==> src/rtl/instruction_fetch_if.sv <==
// Instruction memory bus between the fetch stage and the instruction memory.
// The fetch stage issues a request and address. The memory answers with ready
// and the instruction word in the same cycle.
interface instruction_fetch_if;
  logic        imem_req;
  logic [63:0] imem_addr;
  logic [31:0] imem_rdata;
  logic        imem_ready;

  // Fetch-stage side: drives the request, samples the returned word.
  modport master (
    output imem_req,
    output imem_addr,
    input  imem_rdata,
    input  imem_ready
  );

  // Memory side: samples the request, returns the word.
  modport slave (
    input  imem_req,
    input  imem_addr,
    output imem_rdata,
    output imem_ready
  );
endinterface

==> src/rtl/instruction_fetch.sv <==
// Instruction fetch stage.
// It keeps the PC, issues fetches to the instruction memory and presents each
// fetched word to the IF/ID register. It supports stall, branch redirects,
// sticky misaligned-target detection and a consumed-instruction counter.
module instruction_fetch (
  input  logic                       clk,
  input  logic                       reset,
  input  logic                       stall,
  input  logic                       branch_taken,
  input  logic [63:0]                branch_target,
  instruction_fetch_if.master        imem,
  output logic [31:0]                Instruction,
  output logic [63:0]                PC_Out,
  output logic                       fetch_valid,
  output logic                       misalign_err,
  output logic [31:0]                fetch_count
);

  typedef enum logic [1:0] {
    S_IDLE     = 2'd0,
    S_RUN      = 2'd1,
    S_REDIRECT = 2'd2
  } state_t;

  state_t      state_q, state_d;
  logic [63:0] pc_q, pc_d;
  logic [31:0] instr_q, instr_d;
  logic [63:0] pc_out_q, pc_out_d;
  logic        valid_q, valid_d;
  logic        err_q, err_d;
  logic [31:0] count_q, count_d;

  logic        req_s;
  logic        handshake_s;

  // Request generation.
  // A stalled, valid output has no room for a new word, so the fetch is held off.
  always_comb begin
    req_s = 1'b0;
    if (state_q == S_RUN) begin
      req_s = !(stall && valid_q);
    end else begin
      req_s = 1'b0;
    end
    handshake_s = req_s && imem.imem_ready && !branch_taken;
  end

  // Next-state and datapath update. The order of precedence is branch, then stall, then handshake.
  always_comb begin
    state_d  = state_q;
    pc_d     = pc_q;
    instr_d  = instr_q;
    pc_out_d = pc_out_q;
    valid_d  = valid_q;
    err_d    = err_q;
    count_d  = count_q;

    // Count only words that leave the stage: valid, not stalled, not flushed.
    if (valid_q && !stall && !branch_taken) begin
      count_d = count_q + 32'd1;
    end else begin
      count_d = count_q;
    end

    if (branch_taken) begin
      pc_d     = {branch_target[63:2], 2'b00};
      instr_d  = 32'd0;
      pc_out_d = 64'd0;
      valid_d  = 1'b0;
      state_d  = S_REDIRECT;
      if (branch_target[1:0] != 2'b00) begin
        err_d = 1'b1;
      end else begin
        err_d = err_q;
      end
    end else begin
      case (state_q)
        S_IDLE: begin
          state_d = S_RUN;
        end
        S_REDIRECT: begin
          state_d = S_RUN;
        end
        S_RUN: begin
          if (handshake_s) begin
            instr_d  = imem.imem_rdata;
            pc_out_d = pc_q;
            valid_d  = 1'b1;
            pc_d     = pc_q + 64'd4;
          end else if (!stall) begin
            instr_d  = 32'd0;
            pc_out_d = 64'd0;
            valid_d  = 1'b0;
          end else begin
            instr_d  = instr_q;
            pc_out_d = pc_out_q;
            valid_d  = valid_q;
          end
        end
        default: begin
          state_d = S_IDLE;
        end
      endcase
    end
  end

  // State and datapath registers, cleared asynchronously by reset.
  always_ff @(posedge clk or posedge reset) begin
    if (reset) begin
      state_q  <= S_IDLE;
      pc_q     <= 64'd0;
      instr_q  <= 32'd0;
      pc_out_q <= 64'd0;
      valid_q  <= 1'b0;
      err_q    <= 1'b0;
      count_q  <= 32'd0;
    end else begin
      state_q  <= state_d;
      pc_q     <= pc_d;
      instr_q  <= instr_d;
      pc_out_q <= pc_out_d;
      valid_q  <= valid_d;
      err_q    <= err_d;
      count_q  <= count_d;
    end
  end

  assign imem.imem_req  = req_s;
  assign imem.imem_addr = pc_q;
  assign Instruction    = instr_q;
  assign PC_Out         = pc_out_q;
  assign fetch_valid    = valid_q;
  assign misalign_err   = err_q;
  assign fetch_count    = count_q;

endmodule

==> src/flat_wrapper.sv <==
// flat-port wrapper written by rule: the top's interface ports become plain ports
module instruction_fetch_flat 
  (clk, reset, stall, branch_taken, branch_target, Instruction, PC_Out, fetch_valid, misalign_err, fetch_count, imem_imem_req, imem_imem_addr, imem_imem_rdata, imem_imem_ready);
  instruction_fetch_if imem_i ();
  input  logic clk;
  input  logic reset;
  input  logic stall;
  input  logic branch_taken;
  input  logic [63:0] branch_target;
  output logic [31:0] Instruction;
  output logic [63:0] PC_Out;
  output logic fetch_valid;
  output logic misalign_err;
  output logic [31:0] fetch_count;
  output wire logic [$bits(imem_i.imem_req)-1:0] imem_imem_req;
  output wire logic [$bits(imem_i.imem_addr)-1:0] imem_imem_addr;
  input wire logic [$bits(imem_i.imem_rdata)-1:0] imem_imem_rdata;
  input wire logic [$bits(imem_i.imem_ready)-1:0] imem_imem_ready;
  assign imem_imem_req = imem_i.imem_req;
  assign imem_imem_addr = imem_i.imem_addr;
  assign imem_i.imem_rdata = imem_imem_rdata;
  assign imem_i.imem_ready = imem_imem_ready;
  instruction_fetch u_core (.clk(clk), .reset(reset), .stall(stall), .branch_taken(branch_taken), .branch_target(branch_target), .imem(imem_i), .Instruction(Instruction), .PC_Out(PC_Out), .fetch_valid(fetch_valid), .misalign_err(misalign_err), .fetch_count(fetch_count));
endmodule
==> config.mk <==
export PLATFORM = sky130hd
export DESIGN_NAME = instruction_fetch_flat
export DESIGN_NICKNAME = d
export VERILOG_FILES = /design/src/rtl/instruction_fetch_if.sv /design/src/rtl/instruction_fetch.sv /design/src/flat_wrapper.sv
export SDC_FILE = /design/constraint.sdc
export NUM_CORES = 1
export LEC_CHECK = 0
export CAP_MARGIN = 20
export CORE_ASPECT_RATIO = 0.5
export CORE_MARGIN = 8
export CORE_UTILIZATION = 50
export CTS_CLUSTER_DIAMETER = 30
export CTS_CLUSTER_SIZE = 16
export DETAILED_ROUTE_END_ITERATION = 7
export GPL_ROUTABILITY_DRIVEN = 1
export PLACE_DENSITY = 0.88
export SETUP_SLACK_MARGIN = 0.15
export SYNTH_ARGS = -nofsm -noshare
export SYNTH_HDL_FRONTEND = slang
export SYNTH_SLANG_ARGS = --single-unit
==> constraint.sdc <==
create_clock -name clk -period 19.8 [get_ports clk]
set_input_delay 2.97 -clock clk [delete_from_list [all_inputs] [get_ports clk]]
set_output_delay 2.97 -clock clk [all_outputs]
set_load 0.01 [all_outputs]
==> run metrics, run 1 <==
layout cell share with drive strength beyond 1 5.525%; DRT iter0 DRCs 613; clock latency on the worst-skew pair 0.43 ns; top cell type's share of synthesized area 54.38%; Setup crit end kind primary output; final net count 1,195; final hold viol count 0; fin util 72.20%; Avg Vias per Cell 5.966; worst-path fanout max 4; die footprint 22,540 um^2; grt peak-use layer met2; reg2reg start u_core.imem.imem_addr[2]$_DFFE_PP0P_; setup slack at placement 12.51 ns; Max Cap Viol 0; WL final 28.39 mm; All-Layer GR Usage 24.30%; Rel. slew slack 29.94%; DRT antenna net count 0; Worst Path Arrival 4.35 ns; Pins Over Slew Limit 0; CTS clk-pin slew, worst paths 0.07 ns; post-synth cell types 62; post-DP HPWL 20.24 mm; diode count 0; Resize count post-CTS 0; leading cell type in the layout, fill and taps excluded clkdlybuf4s50_1; Post-Syn Area per Cell 10.79 um^2; GRT met2 Usage 41.58%; Worst Hold Slack 0.4599 ns; prevailing post-synth register cell dfrtp_1; IR drop worst, VDD 0.06249 mV; Post-synth EDFFs 0; Die W 204.5 um; Overflow after GRT 0; Slew @ Worst Pin 1.051 ns; largest area contributor in the netlist dfrtp_1; CTS tree yes; global-route wire length before repair 43.87 mm; Post-CTS Hold Buffers 0; Worst setup SP type input port; ys async rst share 100.0%; wire per inst 21.22 um; reg2reg end u_core.imem.imem_addr[60]$_DFFE_PP0P_; reported leakage power 5.162 nW; pin count of the biggest net entering global routing 113; input/output buffers 293; crit path from stall; Final Setup Violations 0; most frequent cells in the layout 292 x clkdlybuf4s50_1, 193 x dfrtp_1, 93 x a22o_1; Final Cycle Share 36.98%; Setup TNS Final 0 ns; Worst Path Required 16.83 ns; io pins 296; Synth Register Bits 193; top cells by area, synth dfrtp_1 54%, a22o_1 9.2%, xnor2_1 3.2%, nand2_1 3.0%, or4_1 2.5%; GP Congestion 0.8706; DR DRC count 0; met1 Use GR 30.55%; first-pass detailed-route iteration total 7; Clock H-tree levels 4; die height 110.2 um; Setup Fix Bufs, Post-CTS 0; vias post-DR 7,983; Tmin final 7.322 ns; met3 Usage GRT 4.755%; register area share after synthesis 54.38%; storage element area 4830 um^2; PwrDens 73.24 nW/um^2; initial antenna violation count 0; Crit Path Class in2out; RSZ-0062 raised after global routing no; total power 0.9201 mW; Hold Path Class reg2reg; Synth Instances 823; Root Driver clkbuf_16; outcome completed; Final Skew 0.01353 ns; # rows 34; vias in the first global route 7,958; multi-input logic area 3797 um^2; cell area after synthesis 8881 um^2; Reg2Reg Depth 6; initial core utilization 51.04%; core box area 17,400 um^2; clk sink count 193; Synthesis Warnings 0; Critical path destination imem_imem_req; worst setup margin 12.48 ns; Num CTS Buffers 17; Layout area overhead 41.45%; maximum root-to-sink buffer count 2; Fmax 136.6 MHz; FILL cells 1,187; Reg2Reg Setup Slack 16.53 ns
==> power by group <==
part / internal [mW] / leakage [nW] / switching, mW / total [mW]
sequential: 0.414 / 2.51 / 0.0318 / 0.446
combinational: 0.0724 / 2.38 / 0.0611 / 0.133
clock: 0.187 / 0.271 / 0.154 / 0.341
==> kinds of logic after synthesis <==
logic type               after synthesis  synth area share [%]
AND/OR/NAND/NOR                      316                 20.16
flip-flops                           193                 54.38
AO/OA/AOI/OAI                        188                 16.05
buffers and inverters                 63                 3.099
XOR/XNOR                              57                 5.621
multiplexers                           3                0.3663
adder cells (fa/ha/maj)                2                0.2817
other                                  1               0.04222
==> metal layers <==
layer  wire length, um  vias to the layer above
met2             14190                      336
met5                 0                        -
met1             11530                     3965
met3              1853                       51
met4               812                        0
li1                  -                     3631
==> flip-flops by register name (all words and copies together), names as in the netlist <==
name and flops:
u_core.PC_Out 63, u_core.imem.imem_addr 62, u_core.Instruction 32, u_core.fetch_count 32
u_core.state_q 2, u_core.fetch_valid 1, u_core.misalign_err 1
==> cell type report <==
type	count	share of cell area [%]
clock inverter	11	1.056
clock buffer	20	3.476
inverter	12	0.4183
tap	234	2.331
multi-input combinational	568	30.23
timing repair buffer	300	24.04
sequential	193	38.45
==> cells in the mapped netlist, types with 3 or more instances <==
master,count
dfrtp_1,193
a22o_1,93
nand2_1,71
nor2_1,43
nand3_1,41
clkbuf_1,35
nand4_1,32
o21ai_0,32
xnor2_1,32
or4_1,30
xor2_1,25
a31oi_1,22
and3_1,20
o31ai_1,19
and4_1,14
inv_1,11
nor4_1,10
nor3_1,9
and2_1,7
nor2b_1,7
buf_1,6
o211ai_1,6
nand2b_1,5
a21oi_1,4
or3_1,4
and4_4,3
buf_2,3
buf_4,3
==> how the worst min path moves through the flow <==
stage	startpoint	to	slack, ns	cells past startpoint
after CTS	u_core.state_q[1]$_DFFE_PP0P_	u_core.state_q[0]$_DFFE_PP0P_	0.46	1
after global routing	u_core.state_q[1]$_DFFE_PP0P_	u_core.state_q[0]$_DFFE_PP0P_	0.48	1
after floorplan	u_core.state_q[1]$_DFFE_PP0P_	u_core.state_q[0]$_DFFE_PP0P_	0.43	1
after detailed placement	u_core.misalign_err$_DFFE_PP0P_	u_core.misalign_err$_DFFE_PP0P_	0.45	1
final	u_core.state_q[1]$_DFFE_PP0P_	u_core.state_q[0]$_DFFE_PP0P_	0.46	1
after global placement	u_core.state_q[1]$_DFFE_PP0P_	u_core.state_q[0]$_DFFE_PP0P_	0.44	1
==> worst max-delay path, cell delays in order <==
cell	delay (ns)
clkdlybuf4s50_1	0.49
and2_1	0.23
nor2_1	0.09
clkdlybuf4s50_1	0.56
==> metrics by stage <==
stage,instance area [um^2],cells
floorplan,8885,824
global placement,11940,1305
detailed placement,11940,1305
CTS,12510,1336
global route,12560,1338
finish,12560,1338
(Power assumes the default switching activity.)
==> inputs of run 2 (changes only) <==
--- a/config.mk
+++ b/config.mk
@@ -8,12 +8,12 @@
 export CAP_MARGIN = 20
 export CORE_ASPECT_RATIO = 0.5
 export CORE_MARGIN = 8
-export CORE_UTILIZATION = 50
+export CORE_UTILIZATION = 46
 export CTS_CLUSTER_DIAMETER = 30
 export CTS_CLUSTER_SIZE = 16
 export DETAILED_ROUTE_END_ITERATION = 7
 export GPL_ROUTABILITY_DRIVEN = 1
-export PLACE_DENSITY = 0.88
+export PLACE_DENSITY = 0.82
 export SETUP_SLACK_MARGIN = 0.15
 export SYNTH_ARGS = -nofsm -noshare
 export SYNTH_HDL_FRONTEND = slang
==> constraint.sdc (replaced) <==
create_clock -name clk -period 6.75 [get_ports clk]
set_input_delay 1.0125 -clock clk [delete_from_list [all_inputs] [get_ports clk]]
set_output_delay 1.0125 -clock clk [all_outputs]
set_load 0.01 [all_outputs]
==> run metrics, run 2 (synthesized netlist as in run 1, its figures left out) <==
initial antenna violation count 1; die footprint 24,280 um^2; WL final 29.08 mm; Setup crit end kind flop; Resize count post-CTS 0; final net count 1,194; input/output buffers 293; All-Layer GR Usage 23.62%; leading cell type in the layout, fill and taps excluded clkdlybuf4s50_1; Avg Vias per Cell 5.844; most frequent cells in the layout 292 x clkdlybuf4s50_1, 193 x dfrtp_1, 93 x a22o_1; FILL cells 1,543; Tmin final 3.493 ns; RSZ-0062 raised after global routing no; Post-CTS Hold Buffers 0; clk sink count 193; clock latency on the worst-skew pair 0.44 ns; Root Driver clkbuf_16; CTS clk-pin slew, worst paths 0.07 ns; layout cell share with drive strength beyond 1 5.621%; CTS tree yes; Design Area, Final 12,550 um^2; DRT iter0 DRCs 676; Final Setup Violations 0; reported leakage power 5.151 nW; initial core utilization 46.28%; IR drop worst, VDD 0.1656 mV; Overflow after GRT 0; Slew @ Worst Pin 0.9391 ns; Fmax 286.3 MHz; GP Congestion 0.8406; Worst Path Required 7.11 ns; die height 114.3 um; dpl cells 1,338; maximum root-to-sink buffer count 2; # rows 36; worst-path fanout max 16; Final Cycle Share 51.75%; Pins Over Slew Limit 0; core box area 19,190 um^2; DR DRC count 0; Num CTS Buffers 17; Max Cap Viol 0; Worst setup SP type input port; final hold viol count 0; Final Non-Filler Cells 1,370; wire per inst 21.23 um; post-DP HPWL 20.65 mm; Layout area overhead 41.29%; Rel. slew slack 37.39%; DRT antenna net count 0; Worst Path Arrival 3.85 ns; max reg flops 63; first-pass detailed-route iteration total 5; Crit Path Class in2reg; Die W 212.5 um; io pins 296; vias post-DR 8,006; vias in the first global route 8,106; global-route wire length before repair 45.41 mm; Setup TNS Final 0 ns; Final Skew 0.01043 ns; outcome completed; Clock H-tree levels 4; dpl cell area 11,990 um^2; PwrDens 213.0 nW/um^2; Setup Fix Bufs, Post-CTS 0; Hold Path Class reg2reg; pin count of the biggest net entering global routing 122
-- run 2: changes by cell type in the layout (fill, tap and decap cells not counted), moves of 2 or more --
cell	before	now
bufinv_16	2	0
clkbuf_1	3	1
clkinv_2	1	3
buf_16	2	0
clkbuf_8	0	6
clkinv_4	4	2
-- run 2: critical path, stage by stage --
cell and delay (ns):
clkdlybuf4s50_1 0.47, and2_1 0.22, nor3_2 0.40, buf_4 0.24
nand4_1 0.60, or4_1 0.72, a31oi_1 0.18
-- run 2: per-layer routing --
metal	track usage, %	wire, um
met1	28.57	11530
met2	39.89	14480
met3	6.202	2151
met4	9.698	923
met5	0	0
-- run 2: stage by stage --
step / utilization (%) / hold WS (ns) / total power [mW] / setup slack, ns
after global placement: 62.46 / 0.4387 / 1.705 / 2.977
final: 65.40 / 0.4671 / 2.673 / 3.257
after detailed placement: 62.46 / 0.4564 / 1.718 / 2.861
after global routing: 65.40 / 0.4989 / 2.776 / 3.124
after floorplan: - / 0.4298 / 1.472 / 0.4820
after CTS: 65.38 / 0.4698 / 2.690 / 3.308
-- run 2: worst paths after layout --
path | from | endpoint | slack [ns] | cells past startpoint
setup / recovery | stall | u_core.imem.imem_addr[56]$_DFFE_PP0P_ | 3.26 | 7
hold / removal | u_core.state_q[1]$_DFFE_PP0P_ | u_core.state_q[0]$_DFFE_PP0P_ | 0.47 | 1
setup reg to reg | u_core.imem.imem_addr[2]$_DFFE_PP0P_ | u_core.imem.imem_addr[56]$_DFFE_PP0P_ | 3.78 | 7
hold reg to reg | u_core.state_q[1]$_DFFE_PP0P_ | u_core.state_q[0]$_DFFE_PP0P_ | 0.47 | 1
max in group asynchronous | reset | u_core.PC_Out[56]$_DFFE_PP0P_ | 4.14 | 3
min in group asynchronous | reset | u_core.Instruction[24]$_DFFE_PP0P_ | 1.15 | 2
-- run 2: where the power goes --
group | switching [mW] | leakage (nW) | internal (mW)
sequential | 0.0953 | 2.51 | 1.21
clock | 0.445 | 0.278 | 0.530
combinational | 0.179 | 2.36 | 0.210
total | 0.720 | 5.15 | 1.95
-- run 2: final cells by class --
cell class              count  area [um^2]  share of cell area [%]
multi-input cells         568         3797                   30.26
diodes                      1        2.502                 0.01994
flip-flops and latches    193         4830                   38.49
inverters                  12        52.55                  0.4188
clock inverters             7        48.80                  0.3889
repair buffers            299         2973                   23.69
clock buffers              24        511.7                   4.078
well taps                 266        332.8                   2.652
